**src/rtl/ascon_phase_ctrl.sv**
```systemverilog
// Phase sequencer for the Ascon-128 encryption datapath: steps the one-round-per-cycle
// permutation and its XOR-in strobes from IV load through tag hand-off.
module ascon_phase_ctrl #(
    parameter int A = 12,
    parameter int B = 6,
    parameter int R = 64,
    parameter int L = 32,
    parameter int Y = 32
) (
    input  logic       clk,
    input  logic       rst,
    input  logic       start,
    input  logic       out_ready,
    output logic       ready,
    output logic       load_init,
    output logic       round_en,
    output logic [3:0] round_idx,
    output logic       xor_key_tail,
    output logic       absorb_ad,
    output logic       dom_sep,
    output logic       absorb_pt,
    output logic       ct_valid,
    output logic       xor_key_final,
    output logic [7:0] blk_idx,
    output logic       tag_valid,
    output logic       done,
    output logic       busy
);

    localparam int NAD = (L == 0) ? 0 : (L + R) / R;
    localparam int NPT = (Y + R) / R;

    localparam logic [3:0] A_LAST   = 4'(A - 1);
    localparam logic [3:0] B_LAST   = 4'(B - 1);
    localparam logic [3:0] A_BASE   = 4'(12 - A);
    localparam logic [3:0] B_BASE   = 4'(12 - B);
    localparam logic [7:0] NAD_LAST = 8'(NAD - 1);
    localparam logic [7:0] NPT_LAST = 8'(NPT - 1);

    typedef enum logic [3:0] {
        S_IDLE, S_LOAD, S_INIT, S_IKEY, S_ADX, S_ADR,
        S_SEP, S_PTX, S_PTR, S_FKEY, S_FIN, S_TAG
    } state_t;

    state_t     state_q, state_d;
    logic [3:0] rnd_q, rnd_d;
    logic [7:0] blk_q, blk_d;

    always_ff @(posedge clk) begin
        if (rst) begin
            state_q <= S_IDLE;
            rnd_q   <= '0;
            blk_q   <= '0;
        end else begin
            state_q <= state_d;
            rnd_q   <= rnd_d;
            blk_q   <= blk_d;
        end
    end

    always_comb begin
        state_d       = state_q;
        rnd_d         = rnd_q;
        blk_d         = blk_q;
        ready         = 1'b0;
        load_init     = 1'b0;
        round_en      = 1'b0;
        round_idx     = '0;
        xor_key_tail  = 1'b0;
        absorb_ad     = 1'b0;
        dom_sep       = 1'b0;
        absorb_pt     = 1'b0;
        ct_valid      = 1'b0;
        xor_key_final = 1'b0;
        tag_valid     = 1'b0;
        done          = 1'b0;

        case (state_q)
            S_IDLE: begin
                ready = 1'b1;
                if (start) state_d = S_LOAD;
            end
            S_LOAD: begin
                load_init = 1'b1;
                state_d   = S_INIT;
            end
            S_INIT, S_FIN: begin
                round_en  = 1'b1;
                round_idx = A_BASE + rnd_q;
                if (rnd_q == A_LAST) begin
                    rnd_d   = '0;
                    state_d = (state_q == S_INIT) ? S_IKEY : S_TAG;
                end else begin
                    rnd_d = rnd_q + 4'd1;
                end
            end
            S_IKEY: begin
                xor_key_tail = 1'b1;
                if (NAD > 0) begin
                    blk_d   = '0;
                    state_d = S_ADX;
                end else begin
                    state_d = S_SEP;
                end
            end
            S_ADX: begin
                absorb_ad = 1'b1;
                state_d   = S_ADR;
            end
            // Block index advances only when another block of the same kind follows.
            S_ADR, S_PTR: begin
                round_en  = 1'b1;
                round_idx = B_BASE + rnd_q;
                if (rnd_q == B_LAST) begin
                    rnd_d = '0;
                    if (state_q == S_PTR) begin
                        blk_d   = blk_q + 8'd1;
                        state_d = S_PTX;
                    end else if (blk_q == NAD_LAST) begin
                        state_d = S_SEP;
                    end else begin
                        blk_d   = blk_q + 8'd1;
                        state_d = S_ADX;
                    end
                end else begin
                    rnd_d = rnd_q + 4'd1;
                end
            end
            S_SEP: begin
                dom_sep = 1'b1;
                blk_d   = '0;
                state_d = S_PTX;
            end
            S_PTX: begin
                absorb_pt = 1'b1;
                ct_valid  = 1'b1;
                state_d   = (blk_q == NPT_LAST) ? S_FKEY : S_PTR;
            end
            S_FKEY: begin
                xor_key_final = 1'b1;
                state_d       = S_FIN;
            end
            S_TAG: begin
                tag_valid = 1'b1;
                if (out_ready) begin
                    done    = 1'b1;
                    state_d = S_IDLE;
                end
            end
            default: state_d = S_IDLE;
        endcase
    end

    assign blk_idx = blk_q;
    assign busy    = ~ready;

endmodule
```
**config.mk**
```make
export PLATFORM = sky130hd
export DESIGN_NAME = ascon_phase_ctrl
export DESIGN_NICKNAME = d
export VERILOG_FILES = /design/src/rtl/ascon_phase_ctrl.sv
export SDC_FILE = /design/constraint.sdc
export NUM_CORES = 1
export LEC_CHECK = 0
export ABC_CLOCK_PERIOD_IN_PS = 4600
export BUFFER_PORTS_ARGS = -buffer_cell sky130_fd_sc_hd__buf_2
export CELL_PAD_IN_SITES_DETAIL_PLACEMENT = 1
export CELL_PAD_IN_SITES_GLOBAL_PLACEMENT = 1
export CORE_ASPECT_RATIO = 0.75
export CORE_MARGIN = 2
export CORE_UTILIZATION = 42
export DETAILED_ROUTE_END_ITERATION = 10
export PLACE_DENSITY_LB_ADDON = 0.08
export SYNTH_ARGS = -nofsm -noshare
export SYNTH_HDL_FRONTEND = slang
export SYNTH_SLANG_ARGS = --single-unit
```
**constraint.sdc**
```tcl
create_clock -name clk -period 4.6 [get_ports clk]
set_input_delay 0.69 -clock clk [delete_from_list [all_inputs] [get_ports clk]]
set_output_delay 0.69 -clock clk [all_outputs]
set_load 0.05 [all_outputs]
```
Word level (Yosys, flattened, before mapping)
Cells that the tools add are included.
{"block": "totals", "in_bits": 4, "romBits": 0, "latchBits": 0, "mem_count": 0, "ff_bits": 16, "elab_cells": 63, "out_inout_bits": 24, "ramBits": 0}
{"block": "classes", "n_mux": 28, "add_sub_neg": 3, "n_mul": 0, "n_bitwise": 1, "shift": 0, "n_reduce_logical": 10, "n_eq_ne": 18, "order_cmp": 0, "div_mod_pow": 0}
{"operator": "one-hot mux 4 bit (10 select lines)", "n": 1}
{"operator": "2-to-1 mux 4 bit", "n": 7}
{"operator": "2-to-1 mux 8 bit", "n": 3}
{"operator": "equality test 4 x 3 -> 1 bit (second input constant)", "n": 5}
{"operator": "equality test 4 bit (second input constant)", "n": 5}
{"operator": "one-hot mux 4 bit (2 select lines)", "n": 2}
{"operator": "one-hot mux 8 bit (2 select lines)", "n": 1}
{"operator": "2-to-1 mux 1 bit", "n": 12}
{"operator": "adder 8 x 1 -> 8 bit (second input constant)", "n": 1}
{"operator": "equality test 4 x 2 -> 1 bit (second input constant)", "n": 2}
{"operator": "zero test 8 bit", "n": 1}
{"operator": "inequality test 2 bit (second input constant)", "n": 4}
{"operator": "OR reduction 2 bit", "n": 3}
{"operator": "adder 3 x 4 -> 4 bit (first input constant)", "n": 1}
{"operator": "adder 4 x 1 -> 4 bit (second input constant)", "n": 1}
{"operator": "equality test 4 x 1 -> 1 bit (second input constant)", "n": 1}
{"operator": "zero test 4 bit", "n": 1}
{"operator": "2-to-1 mux 2 bit", "n": 2}
{"operator": "AND reduction 4 bit", "n": 1}
{"operator": "nonzero test 2 bit", "n": 2}
{"operator": "OR reduction 4 bit", "n": 1}
{"operator": "inequality test 3 bit (second input constant)", "n": 1}
{"operator": "AND reduction 3 bit", "n": 1}
{"operator": "inverter 1 bit", "n": 1}

Depth between registers and ports, before layout
Gate-level depths: netlist of run 1.
{"block": "depth", "ltp_word": 5, "depth_mapped": 7, "ltp_nobuf": 6}

Worst setup path after synthesis of run 1
Ideal clock, no wire load.
{"block": "synth_timing", "path_kind": "flip-flop to output port", "from": "reg state_q[0]", "to": "out busy", "path_slack_ns": 0.924, "path_buffers": 2, "stages_incl_launch_ff": 5, "arrival_time_ns": 2.986, "cell_sequence": "dfxtp_1 -> buf_4 -> clkbuf_1 -> nor4_1 -> inv_1"}
{"block": "synth_via", "elab_chain_len": 3}
{"item": "from (decl)", "line_no": "45", "rtl": "state_t state_q, state_d;"}
{"item": "from (signal assigned)", "line_no": "55", "rtl": "state_q <= state_d;"}
{"item": "zero test 4 bit", "line_no": "78", "rtl": "case (state_q)"}
{"item": "2-to-1 mux 1 bit", "line_no": "78"}
{"item": "via ready", "line_no": "14", "rtl": "output logic ready,"}
{"item": "inverter 1 bit", "line_no": "155", "rtl": "assign busy = ~ready;"}
{"item": "to (decl)", "line_no": "27", "rtl": "output logic busy"}
The timed path passes the listed nets, and every way through them passes these cells.

Worst setup path after layout of run 1
{"block": "layout_timing", "from": "reg state_q[3]", "to": "out round_idx[3]"}
{"block": "layout_via", "elab_chain_len": 3, "word_cells_on_any_way": 7, "cone_classes": "eq/ne: 4; mux: 1; reduce/logical: 2"}
{"item": "equality test 4 bit, or another cell as far along", "line_no": "78"}
{"item": "OR reduction 2 bit", "line_no": "78"}
{"item": "one-hot mux 4 bit (2 select lines) *", "line_no": "78"}
{"item": "to (decl)", "line_no": "17", "rtl": "output logic [3:0] round_idx,"}
Every way passes the cells marked *; elsewhere a longest branch is shown, timed or not.

==> results of run 1 <==
[layer usage]
metal	wire length [µm]	GRT usage	vias to the layer above	share of wire
met4	31	0.06122	0	0.0096
met5	0	0	-	0
li1	-	-	604	-
met3	130	0.05195	5	0.040
met1	1593	0.2792	592	0.49
met2	1478	0.3432	23	0.46
[where the power goes]
part / internal (mW) / switching [mW] / total [mW]
logic: 0.106 / 0.218 / 0.324
clock network: 0.0760 / 0.0510 / 0.127
registers: 0.154 / 0.0663 / 0.220
total: 0.336 / 0.335 / 0.672
[worst paths after layout]
kind	depth (start not counted)	endpoint	slack [ns]	startpoint
setup / recovery	5	round_idx[3]	1.77	state_q[3]
hold / removal	2	blk_idx[5]	0.50	blk_idx[5]
setup reg to reg	4	state_q[0]	2.56	state_q[1]
hold reg to reg	2	blk_idx[5]	0.50	blk_idx[5]
[cells in the mapped netlist, types with 3 or more instances]
| cell | count |
|---|---|
| dfxtp_1 | 16 |
| nand2_1 | 14 |
| nor2_1 | 11 |
| nand2b_1 | 9 |
| a21oi_1 | 7 |
| ha_1 | 6 |
| inv_1 | 6 |
| mux2i_1 | 5 |
| nand3_1 | 5 |
| nor3_1 | 5 |
| xor2_1 | 5 |
| buf_4 | 4 |
| clkbuf_1 | 4 |
| and3_1 | 3 |
[kinds of logic after synthesis]
kind of cell	after synthesis
flops	16
mux	5
fa+ha+maj	6
simple gates	69
xor+xnor	7
buf+inv	17
compound gates	34
[cell usage in the layout (no fill, tap or decap), types with 2 or more instances in the layout]
master      n
nand3_1     5
dfxtp_1    16
nor3_1      5
o31ai_1     2
and2_1      2
clkbuf_8    4
xor2_1      5
o211ai_1    2
and3_1      3
a21boi_1    2
buf_2      27
nor2b_1     2
nor2_1     11
o21ai_1     2
a21oi_1     7
and3b_1     2
nand2_1    14
nor4_1      2
o2111ai_1   2
mux2i_1     5
xnor2_1     2
ha_1        6
nor2_2      2
nand2b_1    9
inv_1       6
[cell type report]
class	instances	area (µm²)
Sequential cell	16	320.3
Timing Repair Buffer	27	135.1
Clock buffer	4	55.05
Tap cell	38	47.55
Multi-Input combinational cell	121	855.8
Inverter	6	22.52
Fill cell	356	1478
[worst reg2reg max path: cells and delay by family (launching register included)]
kind / cells / cell delay, ns
DFF: 1 / 0.77
muxes: 1 / 0.17
and+or+nand+nor: 3 / 1.03
[through the flow]
step / std cells / hold WS, ns
after floorplan: 154 / 0.5016
after global placement: 208 / 0.4686
after detailed placement: 208 / 0.5037
after CTS: 212 / 0.5142
after global routing: 212 / 0.5574
final: 212 / 0.5034
[flip-flops by register name, summed over array words and instances (netlist names)]
name,cells
blk_idx,8
rnd_q,4
state_q,4
==> impl_results.md, run 1 <==
- Maximum vdd drop: 0.2268 mV
- Crit-path max FO: 20
- Final nets: 185
- Vias: 1224
- Relative slew slack: 0.5131
- Final Util: 0.4929
- Largest area contributor in the netlist: dfxtp_1
- CTS Hold Buffers Added: 0
- Yosys cell types: 56
- # H-tree levels: 1
- Post-synthesis area per instance: 8.214 µm²
- CTS tree: yes
- Fmax: 0.3535 GHz
- Yosys reg bits: 16
- IO Port Bufs: 27
- Max-slew violations: 0
- Iteration-0 DRC count of the detailed router: 47
- Synth-to-Final Area Change: 13.55%
- Post-CTS Resized: 0
- Detailed Route WL: 3233 µm
- Startpoint Class: flip-flop
- Dpl hpwl: 2429 µm
- Die X: 67.37 µm
- Remaining antenna violation count: 0
- Layout cells sized above 1: 0.2241
- CP arrival: 2.14 ns
- Syn_nets: 164
- Initial antenna violation count: 0
- Largest delay share family, worst path: flip-flops
- Io pins: 28
- CP Class: flip-flop to primary output
- Area of the core: 2914 µm²
- Tightest Pin Transition: 0.7293 ns
- Vias/cell: 5.774
- Worst EP required: 3.91 ns
- GRT Residual Overflow: 0
- Initial core utilization: 0.4341
- Largest net degree at the start of global routing: 23
- Area after DPL: 1381 µm²
- Place WS: 2.056 ns
- Leak Pwr: 0.6579 nW
- Adder-cell share of the synthesized area: 0.05935
- DR WL/cell: 15.25 µm
- Unrepaired setup endpoints after global routing: false
- Global-route wire length before repair: 5409 µm
- Clock skew: 0.001991 ns
- Fin area: 1436 µm²
- Vias in the first global route: 1126
- Tmin final: 2.829 ns
- # rows: 17
- Post-CTS Setup Bufs: 0
- Die height: 51.53 µm
- Sequential fraction of the synthesis area: 0.2532
- Setup-failing EPs final: 0
- CTS Root Cell: clkbuf_8
- First drt pass iteration count: 4
- Worst Path Buf+Inv: 1
- CTS Buf Count: 3
- Synth Flop Type: dfxtp_1
- Cell area after synthesis: 1265 µm²
- Asr flop ratio synth: 0
- Largest stage delay, worst path: 0.70 ns
- PnR Total Power: 0.6716 mW
- RD Place Congestion: 0.7767
- Largest family of logic cells by synthesized area: simple AND/OR/NAND/NOR gates
- Critical path cell sequence: or4b_4 -> a21boi_1 -> o21ai_0 -> o31ai_1 -> buf_2
- Top cell type's share of synthesized area: 0.2532
- Slowest stage cell, crit path: dfxtp_1
- Post-route DRC violation count: 0
- Ant. Diodes: 0
- Skew-Pair Late Insertion Delay: 0.25 ns
- Final setup margin: 1.771 ns
- Die ar.: 3471 µm²
- Max clock buf depth: 2
- Pwr per Cell Area: 467.6 nW/µm²
- Crit. End Element: primary output
- Largest cells by area after synthesis: dfxtp_1 (25%), ha_1 (5.9%), nand2b_1 (4.5%), nand2_1 (4.2%), mux2i_1 (4.0%)
- Sink Count: 16
- Status: completed
- Number of max-cap violations: 0
- Synth warn: 0
- Synth Area in Compound Gates: 0.2038
- Overall Global Routing Usage: 0.2117
- Fin crit share: 0.6150
- Final hold vios: 0
- Number of flops mapped to enable cells by yosys: 0
- Worst hold-check path type: flip-flop to flip-flop
- Gate Count Post-Synth: 154
- Clock transition at path regs: 0.07 ns
- Xor/xnor share of the synthesized area: 0.04847
- TNS Setup: 0 ns
- Mux share of post-synthesis cell area: 0.03956
- Post-Synth Simple-Gate Area: 0.3254
(Power assumes the default switching activity.)
==> inputs of run 2 (changes only) <==
--- a/config.mk
+++ b/config.mk
@@ -5,13 +5,13 @@
 export SDC_FILE = /design/constraint.sdc
 export NUM_CORES = 1
 export LEC_CHECK = 0
-export ABC_CLOCK_PERIOD_IN_PS = 4600
+export ABC_CLOCK_PERIOD_IN_PS = 2300
 export BUFFER_PORTS_ARGS = -buffer_cell sky130_fd_sc_hd__buf_2
 export CELL_PAD_IN_SITES_DETAIL_PLACEMENT = 1
 export CELL_PAD_IN_SITES_GLOBAL_PLACEMENT = 1
 export CORE_ASPECT_RATIO = 0.75
 export CORE_MARGIN = 2
-export CORE_UTILIZATION = 42
+export CORE_UTILIZATION = 35
 export DETAILED_ROUTE_END_ITERATION = 10
 export PLACE_DENSITY_LB_ADDON = 0.08
 export SYNTH_ARGS = -nofsm -noshare
==> constraint.sdc (replaced) <==
create_clock -name clk -period 2.3 [get_ports clk]
set_input_delay 0.345 -clock clk [delete_from_list [all_inputs] [get_ports clk]]
set_output_delay 0.345 -clock clk [all_outputs]
set_load 0.05 [all_outputs]
==> impl_results.md, run 2 (same netlist as run 1, synthesis figures left out) <==
- Max-slew violations: 0
- Die X: 73.42 µm
- Layout cells sized above 1: 0.2707
- Flop pwr share: 0.264
- Clock skew: 0.003796 ns
- Vias in the first global route: 1213
- Overall Global Routing Usage: 0.1892
- Iteration-0 DRC count of the detailed router: 28
- Final cell count without fillers: 221
- Unrepaired setup endpoints after global routing: false
- Internal power: 0.6889 mW
- Max clock buf depth: 2
- CTS Buf Count: 3
- Global-route wire length before repair: 6120 µm
- Final nets: 193
- Post-route DRC violation count: 0
- RD Place Congestion: 0.7445
- Setup-failing EPs final: 0
- First drt pass iteration count: 4
- Ant. Diodes: 0
- Final hold vios: 0
- Worst EP required: 1.96 ns
- DR WL/cell: 15.90 µm
- GRT Residual Overflow: 0
- Placed Cells: 218
- # rows: 18
- Vias/cell: 5.520
- Die ar.: 4116 µm²
- # H-tree levels: 1
- Final Util: 0.4441
- Sw frac: 0.5016
- Initial core utilization: 0.3744
- Skew-Pair Late Insertion Delay: 0.25 ns
- Relative slew slack: 0.6443
- Startpoint Class: flip-flop
- Die height: 56.07 µm
- Worst hold margin: 0.4124 ns
- Commonest non-fill, non-tap cell in the layout: buf_2
- Status: completed
- Initial antenna violation count: 0
- Commonest non-fill, non-tap cells in the layout: buf_2 (26), dfxtp_1 (15), nand2_1 (14)
- Pwr per Cell Area: 921.4 nW/µm²
- Largest net degree at the start of global routing: 14
- CP Class: flip-flop to primary output
- Power share of the combinational group: 0.581
- Dpl hpwl: 2729 µm
- Clock transition at path regs: 0.06 ns
- Crit. End Element: primary output
- Io pins: 28
- Area of the core: 3378 µm²
- IO Port Bufs: 27
- Tmin final: 2.202 ns
- Fmax: 0.4542 GHz
- NetSw: 0.6933 mW
- Number of max-cap violations: 0
- Post-CTS Setup Bufs: 0
- CTS Root Cell: clkbuf_8
- Fin crit share: 0.9573
- CTS tree: yes
- Synth-to-Final Area Change: 18.60%
- TNS Setup: 0 ns
- Leak Pwr: 0.6960 nW
- Remaining antenna violation count: 0
- Sink Count: 16
- Tightest Pin Transition: 0.5261 ns
- Max reg flops: 8
- Vias: 1220
- Worst hold-check path type: input pin to flip-flop
- Crit-path max FO: 11
- CP arrival: 1.86 ns
- Place WS: 0.2778 ns
- Detailed Route WL: 3513 µm
- Clock share of power: 0.155
- Maximum vdd drop: 0.4518 mV
- Final setup margin: 0.09821 ns
-- run 2: cell types whose count changed in the layout (fill, tap and decap cells not counted), sizes merged --
| cell | change |
|---|---|
| buf | +7 |
-- run 2: timing repair --
item,in CTS,in global routing
gates resized for setup,1,1
setup endpoints to repair,1,1
hold buffers,0,0
hold endpoints to repair,0,0
-- run 2: power groups by stage --
stage	clock network (mW)	registers, mW	logic [mW]
6_report	0.215	0.364	0.803
5_1_grt	0.244	0.371	0.877
4_1_cts	0.226	0.364	0.806
3_5_place_dp	0	0.369	0.803
3_3_place_gp	0	0.366	0.781
2_1_floorplan	0	0.335	0.659
-- run 2: final timing paths --
path / startpoint / end / slack (ns) / cells past startpoint
worst min-delay path: rst / rnd_q[1] / 0.41 / 2
worst max register to register: state_q[2] / state_q[0] / 0.50 / 5
worst max-delay path: state_q[2] / round_idx[0] / 0.1 / 4
worst min register to register: blk_idx[7] / blk_idx[7] / 0.49 / 2
-- run 2: through the flow --
stage / power [mW] / instance area (µm²)
after floorplan: 0.9939 / 1276
after global placement: 1.147 / 1455
after detailed placement: 1.172 / 1455
after CTS: 1.396 / 1498
after global routing: 1.492 / 1500
final: 1.382 / 1500
-- run 2: area by class of cell --
cell class,count,area [µm²]
clock buffer,3,41.29
fill,422,1878
inverter,6,22.52
multi-input combinational,121,867.1
sequential,16,321.6
tap,40,50.05
timing repair buffer,35,197.7
-- run 2: worst max-delay path, cell delays in order, from the launching register on --
cell and delay (ns):
dfxtp_2 0.38, buf_4 0.18, or3b_2 0.54, a21boi_1 0.20, buf_2 0.30
-- run 2: per-layer routing --
metal | wire (µm) | GRT usage | share of wire | vias up
met1 | 1744 | 0.2710 | 0.50 | 580
met5 | 0 | 0 | 0 | -
met3 | 143 | 0.04348 | 0.041 | 4
met4 | 23 | 0.03117 | 0.0065 | 0
met2 | 1601 | 0.2921 | 0.46 | 26
li1 | - | - | - | 610
==> inputs of run 3 (changes only) <==
--- a/config.mk
+++ b/config.mk
@@ -5,13 +5,14 @@
 export SDC_FILE = /design/constraint.sdc
 export NUM_CORES = 1
 export LEC_CHECK = 0
+export ABC_AREA = 1
 export ABC_CLOCK_PERIOD_IN_PS = 2300
 export BUFFER_PORTS_ARGS = -buffer_cell sky130_fd_sc_hd__buf_2
 export CELL_PAD_IN_SITES_DETAIL_PLACEMENT = 1
 export CELL_PAD_IN_SITES_GLOBAL_PLACEMENT = 1
 export CORE_ASPECT_RATIO = 0.75
 export CORE_MARGIN = 2
-export CORE_UTILIZATION = 35
+export CORE_UTILIZATION = 33
 export DETAILED_ROUTE_END_ITERATION = 10
 export PLACE_DENSITY_LB_ADDON = 0.08
 export SYNTH_ARGS = -nofsm -noshare
==> impl_results.md, run 3 <==
- Sink Count: 16
- Tightest Pin Transition: 0.2870 ns
- Syn_nets: 211
- Final hold vios: 0
- Largest net degree at the start of global routing: 13
- Yosys cell types: 22
- Max reg flops: 8
- IO Port Bufs: 27
- # H-tree levels: 1
- TNS Setup: 0 ns
- Status: completed
- Worst Path Buf+Inv: 2
- Adder-cell share of the synthesized area: 0.06122
- Setup-failing EPs final: 0
- PnR Total Power: 1.425 mW
- Vias/cell: 4.674
- Initial core utilization: 0.3393
- Max clock buf depth: 2
- Count leader, synth: nand2_1
- # rows: 19
- CTS tree: yes
- Post-route DRC violation count: 0
- Iteration-0 DRC count of the detailed router: 65
- GRT Residual Overflow: 0
- Dpl hpwl: 3001 µm
- Pwr per Cell Area: 969.0 nW/µm²
- Largest delay share family, worst path: simple AND/OR/NAND/NOR gates
- Slowest stage cell, crit path: dfxtp_1
- Io pins: 28
- Final nets: 241
- FILL cells: 502
- Synth-to-Final Area Change: 19.90%
- Clock skew: 0.004933 ns
- Critical path cell sequence: inv_2 -> nor2_2 -> nand2_1 -> nand2_4 -> nor2_2 -> nor2_4 -> buf_2
- Largest cells by area after synthesis: dfxtp_1 (26%), nand2_1 (17%), nor2_1 (13%), inv_1 (6.4%), ha_1 (6.1%)
- Layout cells sized above 1: 0.2174
- RD Place Congestion: 0.8104
- Largest family of logic cells by synthesized area: simple AND/OR/NAND/NOR gates
- DR WL/cell: 13.28 µm
- Vias in the first global route: 1320
- Crit-path max FO: 6
- Ant. Diodes: 0
- Post-Synth Simple-Gate Area: 0.4847
- Most used cell, CP: nor2_2
- CTS Root Cell: clkbuf_8
- Detailed Route WL: 3744 µm
- Worst EP required: 1.96 ns
- Unrepaired setup endpoints after global routing: false
- Cell area after synthesis: 1226 µm²
- Area of the multi-input gates: 812.0 µm²
- Post-CTS Setup Bufs: 0
- Synth Flop Type: dfxtp_1
- Largest stage delay, worst path: 0.46 ns
- Post-synth top cells: nand2_1 (56), nor2_1 (41), inv_1 (21)
- Initial antenna violation count: 0
- Startpoint Class: flip-flop
- Mux share of post-synthesis cell area: 0
- Asr flop ratio synth: 0
- Gate Count Post-Synth: 201
- Remaining antenna violation count: 0
- Synth warn: 0
- Commonest non-fill, non-tap cells in the layout: nand2_1 (56), nor2_1 (41), buf_2 (27)
- Max-slew violations: 0
- Xor/xnor share of the synthesized area: 0.02857
- Post-CTS Resized: 0
- Commonest non-fill, non-tap cell in the layout: nand2_1
- CTS Hold Buffers Added: 0
- Global-route wire length before repair: 6196 µm
- CP arrival: 1.61 ns
- Reg area: 320.3 µm²
- Vias: 1318
- Largest area contributor in the netlist: dfxtp_1
- Fmax: 0.5106 GHz
- Crit. End Element: primary output
- Overall Global Routing Usage: 0.1947
- CP Class: flip-flop to primary output
- Tmin final: 1.958 ns
- Post-synthesis area per instance: 6.100 µm²
- Fin crit share: 0.8514
- Top cell type's share of synthesized area: 0.2612
- Die X: 74.39 µm
- Worst hold-check path type: input pin to flip-flop
- Number of max-cap violations: 0
- Die ar.: 4224 µm²
- Synth Area in Compound Gates: 0.08776
- Number of flops mapped to enable cells by yosys: 0
- Maximum vdd drop: 0.4176 mV
- Skew-Pair Late Insertion Delay: 0.25 ns
- Clock transition at path regs: 0.07 ns
- CTS Buf Count: 3
- Die height: 56.79 µm
- Yosys reg bits: 16
- Leak Pwr: 0.7000 nW
- First drt pass iteration count: 4
- Area of the core: 3613 µm²
- Relative slew slack: 0.8067
- Sequential fraction of the synthesis area: 0.2612
## run 3: cell types whose count changed in the layout (fill, tap and decap cells not counted), sizes merged, moves of 3 or more
cell and delta:
nand2b -9, nor2 +36, nand3 +3, nand2 +51, o21ai +5, inv +16
a21boi -3, and3 -3, mux2i -5, buf -7, a21oi +3
## run 3: worst paths after layout
check | from | end | slack [ns] | cells past startpoint
setup / recovery | state_q[2] | round_idx[0] | 0.34 | 7
hold reg to reg | rnd_q[1] | rnd_q[1] | 0.52 | 2
setup reg to reg | state_q[1] | blk_idx[5] | 0.66 | 8
hold / removal | rst | blk_idx[3] | 0.45 | 2
## run 3: routing by layer
metal	part of all wire	up-vias	wire length [µm]	GRT usage
li1	-	686	-	-
met1	0.51	612	1901	0.2769
met2	0.44	15	1654	0.2895
met3	0.037	5	139	0.04309
met4	0.013	0	48	0.06122
met5	0	-	0	0
## run 3: kinds of logic (layout without fill, tap and decap cells)
family | after synthesis | after routing
simple gates | 130 | 130
fa+ha+maj | 6 | 6
xor+xnor | 4 | 4
compound gates | 21 | 21
flops | 16 | 16
buf+inv | 24 | 53
## run 3: through the flow
stage / setup WS [ns] / hold slack [ns] / std cells / util / instance area [µm²]
floorplan: 0.1790 / 0.4768 / 201 / - / 1226
global placement: 0.6290 / 0.5036 / 278 / 0.3916 / 1415
detailed placement: 0.6165 / 0.5167 / 278 / 0.3916 / 1415
CTS: 0.3433 / 0.4424 / 282 / 0.4069 / 1470
global route: 0.2309 / 0.4729 / 282 / 0.4069 / 1470
finish: 0.3417 / 0.4466 / 282 / 0.4069 / 1470
## run 3: where the power goes
part	switching, mW	internal, mW	leakage (nW)
registers	0.0561	0.316	0.129
clock network	0.0969	0.152	0.0288
logic	0.609	0.194	0.542
## run 3: area by class of cell
cell class | count | area share
Clock buffer | 4 | 0.03745
Inverter | 22 | 0.05617
Multi-Input combinational cell | 161 | 0.5523
Sequential cell | 16 | 0.2179
Tap cell | 52 | 0.04426
Timing Repair Buffer | 27 | 0.09192
